<file path="src/rtl/if_stage_pkg.sv">
// -----------------------------------------------------------------------------
// if_stage_pkg
// Shared definitions for the instruction-fetch stage and its neighbours on the
// scratchpad memory (spm) interface.
//   - spm_rw_e     : spm access direction (READ=1, WRITE=0)
//   - SPM_ADDR_W   : default spm word-address width (shared with spm / mem stage)
//   - SPM_DATA_W   : default spm data width
//   - NOP_INSN_DEF : instruction presented to decode when no valid fetch exists
//   - pc_sel_e     : which rule selected the next fetch PC
// -----------------------------------------------------------------------------
package if_stage_pkg;

   localparam int SPM_ADDR_W = 12;
   localparam int SPM_DATA_W = 32;

   localparam logic [SPM_DATA_W-1:0] NOP_INSN_DEF = 32'h0000_0013;

   typedef enum logic {
      WRITE = 1'b0,
      READ  = 1'b1
   } spm_rw_e;

   typedef enum logic [1:0] {
      SEL_FLUSH   = 2'd0,
      SEL_BRANCH  = 2'd1,
      SEL_HOLD    = 2'd2,
      SEL_ADVANCE = 2'd3
   } pc_sel_e;

endpackage

</file>
<file path="src/rtl/if_pc_next.sv">
// -----------------------------------------------------------------------------
// if_pc_next
// Combinational next-PC priority mux for the fetch stage.
// Priority: flush > taken branch > stall (hold) > sequential advance.
// The increment wraps modulo 2^ADDR_W without any flag.
// Ports:
//   pc        in   current fetch PC
//   stall     in   decode stall
//   flush     in   pipeline flush
//   flush_pc  in   flush redirect target
//   br_taken  in   taken branch
//   br_addr   in   branch target
//   pc_next   out  PC to load at the next rising edge
//   sel       out  rule that produced pc_next (drives the IF/ID register update)
// -----------------------------------------------------------------------------
module if_pc_next
   import if_stage_pkg::*;
#(
   parameter int ADDR_W = SPM_ADDR_W
) (
   input  logic [ADDR_W-1:0] pc,
   input  logic              stall,
   input  logic              flush,
   input  logic [ADDR_W-1:0] flush_pc,
   input  logic              br_taken,
   input  logic [ADDR_W-1:0] br_addr,
   output logic [ADDR_W-1:0] pc_next,
   output pc_sel_e           sel
);

   always_comb begin
      pc_next = pc + ADDR_W'(1);
      sel     = SEL_ADVANCE;
      // A redirect overrides a simultaneous stall.
      if (flush) begin
         pc_next = flush_pc;
         sel     = SEL_FLUSH;
      end else if (br_taken) begin
         pc_next = br_addr;
         sel     = SEL_BRANCH;
      end else if (stall) begin
         pc_next = pc;
         sel     = SEL_HOLD;
      end
   end

endmodule

</file>
<file path="src/rtl/if_stage.sv">
// -----------------------------------------------------------------------------
// if_stage
// Instruction-fetch stage in front of the spm IF port. Owns the fetch PC,
// issues spm reads, and aligns the registered spm read data (1-cycle latency)
// with the PC it belongs to, presenting (if_pc, if_insn, if_en) to decode.
//
// Optional feature (macro IF_HOLD_BUF_EN): a hold buffer captures the
// instruction on the first stall cycle so the spm can be left idle
// (if_spm_as_=1) for the rest of the stall.
//
// Ports:
//   clk, rst        clock (rising edge), asynchronous active-high reset
//   stall           decode cannot accept; hold IF/ID output
//   flush, flush_pc kill in-flight fetch, redirect to flush_pc
//   br_taken,br_addr taken branch, redirect to br_addr
//   if_spm_addr     spm read address
//   if_spm_as_      spm address strobe, active-low
//   if_spm_rw       constant READ
//   if_spm_wr_data  constant 0
//   if_spm_rd_data  spm read data, valid one cycle after the address
//   if_pc           address of if_insn
//   if_insn         fetched instruction (NOP_INSN when if_en=0)
//   if_en           if_pc/if_insn valid
// -----------------------------------------------------------------------------
module if_stage
   import if_stage_pkg::*;
#(
   parameter int                ADDR_W   = SPM_ADDR_W,
   parameter int                DATA_W   = SPM_DATA_W,
   parameter logic [ADDR_W-1:0] RESET_PC = '0,
   parameter logic [DATA_W-1:0] NOP_INSN = NOP_INSN_DEF
) (
   input  logic              clk,
   input  logic              rst,
   input  logic              stall,
   input  logic              flush,
   input  logic [ADDR_W-1:0] flush_pc,
   input  logic              br_taken,
   input  logic [ADDR_W-1:0] br_addr,
   output logic [ADDR_W-1:0] if_spm_addr,
   output logic              if_spm_as_,
   output logic              if_spm_rw,
   output logic [DATA_W-1:0] if_spm_wr_data,
   input  logic [DATA_W-1:0] if_spm_rd_data,
   output logic [ADDR_W-1:0] if_pc,
   output logic [DATA_W-1:0] if_insn,
   output logic              if_en
);

   logic [ADDR_W-1:0] pc;
   logic [ADDR_W-1:0] pc_next;
   pc_sel_e           sel;

   if_pc_next #(
      .ADDR_W (ADDR_W)
   ) u_pc_next (
      .pc       (pc),
      .stall    (stall),
      .flush    (flush),
      .flush_pc (flush_pc),
      .br_taken (br_taken),
      .br_addr  (br_addr),
      .pc_next  (pc_next),
      .sel      (sel)
   );

   // ---- fetch PC / IF-ID register boundary ----
   // if_pc trails pc by one cycle, matching the spm read latency, so the
   // registered rd_data always belongs to if_pc. A redirect leaves if_pc
   // alone; if_en=0 already marks it invalid.
   always_ff @(posedge clk or posedge rst) begin
      if (rst) begin
         pc    <= RESET_PC;
         if_pc <= '0;
         if_en <= 1'b0;
      end else begin
         pc <= pc_next;
         case (sel)
            SEL_FLUSH,
            SEL_BRANCH: if_en <= 1'b0;
            SEL_ADVANCE: begin
               if_pc <= pc;
               if_en <= 1'b1;
            end
            default: ;
         endcase
      end
   end

   // While stalled, re-address if_pc so the spm keeps returning the
   // instruction decode is holding.
   assign if_spm_addr    = stall ? if_pc : pc;
   assign if_spm_rw      = READ;
   assign if_spm_wr_data = '0;

`ifdef IF_HOLD_BUF_EN
   logic [DATA_W-1:0] hold_buf;
   logic              hold_vld;
   logic              hold_capture;

   // First stall cycle with a valid instruction: rd_data still holds the
   // word read for if_pc, so grab it before the spm goes idle.
   assign hold_capture = stall && if_en && !hold_vld;

   always_ff @(posedge clk or posedge rst) begin
      if (rst) begin
         hold_vld <= 1'b0;
      end else if (sel == SEL_FLUSH || sel == SEL_BRANCH) begin
         hold_vld <= 1'b0;
      end else if (hold_capture) begin
         hold_vld <= 1'b1;
      end else if (!stall) begin
         hold_vld <= 1'b0;
      end
   end

   always_ff @(posedge clk) begin
      if (hold_capture) begin
         hold_buf <= if_spm_rd_data;
      end
   end

   assign if_spm_as_ = rst | stall;
   assign if_insn    = !if_en   ? NOP_INSN :
                       hold_vld ? hold_buf : if_spm_rd_data;
`else
   assign if_spm_as_ = rst;
   assign if_insn    = if_en ? if_spm_rd_data : NOP_INSN;
`endif

endmodule

</file>
<file path="config.mk">
export PLATFORM = sky130hd
export DESIGN_NAME = if_stage
export DESIGN_NICKNAME = d
export VERILOG_FILES = /design/src/rtl/if_stage_pkg.sv /design/src/rtl/if_pc_next.sv /design/src/rtl/if_stage.sv
export SDC_FILE = /design/constraint.sdc
export NUM_CORES = 1
export LEC_CHECK = 0
export BUFFER_PORTS_ARGS = -buffer_cell sky130_fd_sc_hd__buf_2
export CAP_MARGIN = 20
export CELL_PAD_IN_SITES_DETAIL_PLACEMENT = 1
export CELL_PAD_IN_SITES_GLOBAL_PLACEMENT = 2
export CORE_UTILIZATION = 22
export CTS_CLUSTER_SIZE = 28
export DETAILED_ROUTE_END_ITERATION = 7
export GPL_ROUTABILITY_DRIVEN = 0
export PLACE_DENSITY = 0.88
export SYNTH_ARGS = -nofsm -noshare
export SYNTH_HDL_FRONTEND = slang
export SYNTH_SLANG_ARGS = --single-unit
</file>
<file path="constraint.sdc">
create_clock -name clk -period 2.8 [get_ports clk]
set_input_delay 0.14 -clock clk [delete_from_list [all_inputs] [get_ports clk]]
set_output_delay 0.14 -clock clk [all_outputs]
set_load 0.01 [all_outputs]
</file>
==> results.json <==
{
  "outcome": "complete, no violations",
  "finalHoldViolations": 0,
  "drcViolationCount": 0,
  "period_needed_ns": 1.78,
  "fin_util_pct": 29.6,
  "n_antenna_cell": 0,
  "synth_top_area_share_pct": 31.8,
  "placedCellCount": 427,
  "power_density_mw_per_mm2": 429,
  "drt-total-wl_um": 5830,
  "finClkSkew_ns": 0.00493,
  "crit_buf_inv": 1,
  "fin_nets": 387,
  "critPathMaxStageDelay_ns": 0.54,
  "vias": 1876,
  "clkLatencyLatePin_ns": 0.27,
  "tns_ns": 0,
  "drt_first_iter_violations": 20,
  "htree_levels": 1,
  "crit_cells": 5,
  "rsz0062_at_grt": "false",
  "cp_top_family": "simple AND/OR/NAND/NOR gates",
  "dieArea_mm2": 0.00931,
  "coreArea_mm2": 0.00868,
  "p_clk_share_pct": 20.1,
  "synth_most_common_cell": "buf_4",
  "grt_pass1_vias": 1816,
  "ios": 152,
  "cts_setup_buffers": 0,
  "synth_edf_count": 0,
  "worstMarginPinSlew_ns": 0.962,
  "clockBufferDepth": 2,
  "net-switching-power_uw": 390,
  "drive_above_1_share_pct": 47.5,
  "port_buffers": 118,
  "synthCells": 214,
  "avgSynthCellArea_um2": 9.18,
  "synthTopCellsByCount": "buf_4, and2_1, dfrtp_1",
  "p_leak_nw": 1.34,
  "synth_seq_cells": 25,
  "grt_remaining_overflow": 0,
  "crit_path_max_fanout": 7,
  "synth_cell_types": 45,
  "rr_worst_depth": 5,
  "viasPerCell": 4.34,
  "p_int_uw": 712,
  "max_freq_ghz": 0.562,
  "yosysTopAreaCell": "dfrtp_1",
  "antenna_found_initial": 0,
  "syn2layout_area_growth_pct": 30.9,
  "grt_max_degree": 35,
  "finalSetupViolCount": 0,
  "min_period_over_period_pct": 63.5,
  "drtPass1Iterations": 2,
  "drv_slew": 0,
  "synth_area_leaders": "dfrtp_1, mux2_2, buf_4",
  "die_w_um": 96.5,
  "finalPower_mw": 1.10,
  "hold_buffers": 0,
  "cts_resized": 0,
  "clockRootBuffer": "clkbuf_8",
  "syn_area_mm2": 0.00196,
  "ys.flop_type": "dfrtp_1",
  "dp_hpwl_um": 4770,
  "crit_path_start_kind": "flip-flop",
  "cts_made_buffers": 3,
  "async_flop_share_pct": 100,
  "arrival_ns": 1.93,
  "ant_nets": 0,
  "grt_usage_pct": 11.9,
  "path_cells": "ha_1 -> inv_1 -> or4_4 -> o21ai_1 -> a2bb2oi_2",
  "crit_path_end_kind": "flip-flop",
  "cts_num_sinks": 25,
  "p_comb_share_pct": 35.5,
  "num_rows": 34,
  "vdd_drop_max_mv": 0.160,
  "yosys_warnings": 0,
  "cp_slowest_cell": "or4_4",
  "hold_class": "in -> reg",
  "clk_pin_slew_ns": 0.09,
  "yosysSeqAreaShare_pct": 31.8,
  "final_cells": 432,
  "netSwitchingFraction_pct": 35.4,
  "max-cap-violations": 0,
  "start_util_pct": 22.6,
  "die_y_um": 96.5,
  "whs_ns": 0.0720,
  "min_path_cells": 3,
  "power_frac_seq_pct": 44.4,
  "grt_pass1_wl_um": 8540,
  "required_ns": 2.95,
  "max_slew_margin_pct": 35.8,
  "routedWlPerCell_um": 13.5,
  "cts_tree": "yes",
  "critical_path_class": "reg -> reg"
}
==> flip-flops by register name (all words and copies together), names as in the netlist <==
signal  cells
if_pc      12
pc         12
if_en       1
==> final timing paths <==
check | from | endpoint | slack, ns
worst max-delay path | pc[0] | pc[10] | 1.02
worst min-delay path | flush_pc[1] | pc[1] | 0.07
worst max register to register | pc[0] | pc[10] | 1.02
worst min register to register | if_pc[9] | if_pc[9] | 0.53
max in group asynchronous | rst | pc[1] | 2.13
min in group asynchronous | rst | if_pc[5] | 0.09
==> metrics by stage <==
stage	cell area [µm²]	setup slack, ns
2_1_floorplan	2080	1.26
3_3_place_gp	2510	0.973
3_5_place_dp	2510	0.949
4_1_cts	2560	1.03
5_1_grt	2570	0.971
6_report	2570	1.02
==> cells by family after synthesis <==
family,count (synthesis),share of synthesized area [%]
other,2,0.382
XOR/XNOR,6,2.68
flip-flops,25,31.8
multiplexers,30,16.8
buffers and inverters,50,16.3
adder cells (fa/ha/maj),1,0.637
AO/OA/AOI/OAI,27,9.11
AND/OR/NAND/NOR,73,22.2
==> power groups by stage <==
stage	registers (mW)	clock network [mW]	logic, mW
global route	0.501	0.246	0.441
detailed placement	0.496	0	0.400
global placement	0.493	0	0.392
finish	0.489	0.222	0.391
floorplan	0.495	0	0.251
CTS	0.490	0.231	0.401
==> worst min-delay path, stage by stage <==
cell and delay [ns]:
buf_2 0.07, nand2_1 0.04, o21ai_0 0.05
==> routing by layer <==
| metal | track usage, % | up-vias | routed length (µm) |
|---|---|---|---|
| met4 | 2.82 | 0 | 54 |
| li1 | - | 885 | - |
| met1 | 12.5 | 888 | 2080 |
| met5 | 0 | - | 0 |
| met3 | 3.13 | 6 | 704 |
| met2 | 23.1 | 97 | 2990 |
==> cell usage in the layout, fill, tap and decap left out, types with 4 or more instances in the layout <==
master      n
mux2i_1     6
conb_1     33
nand2_1    14
nand2b_1    4
a21oi_1     6
and2_1     30
mux2_2     23
nand3_1     4
dfrtp_1    25
o21ai_0     7
buf_2     118
inv_1       5
nor3_1      4
==> final cells by class <==
class,count,area [µm²]
Clock inverter,1,5.00
Timing Repair Buffer,119,602
Fill cell,1072,6110
Multi-Input combinational cell,170,1140
Tap cell,108,135
Inverter,6,22.5
Sequential cell,25,626
Clock buffer,3,41.3
No activity file was read; power rests on OpenSTA's default activity.
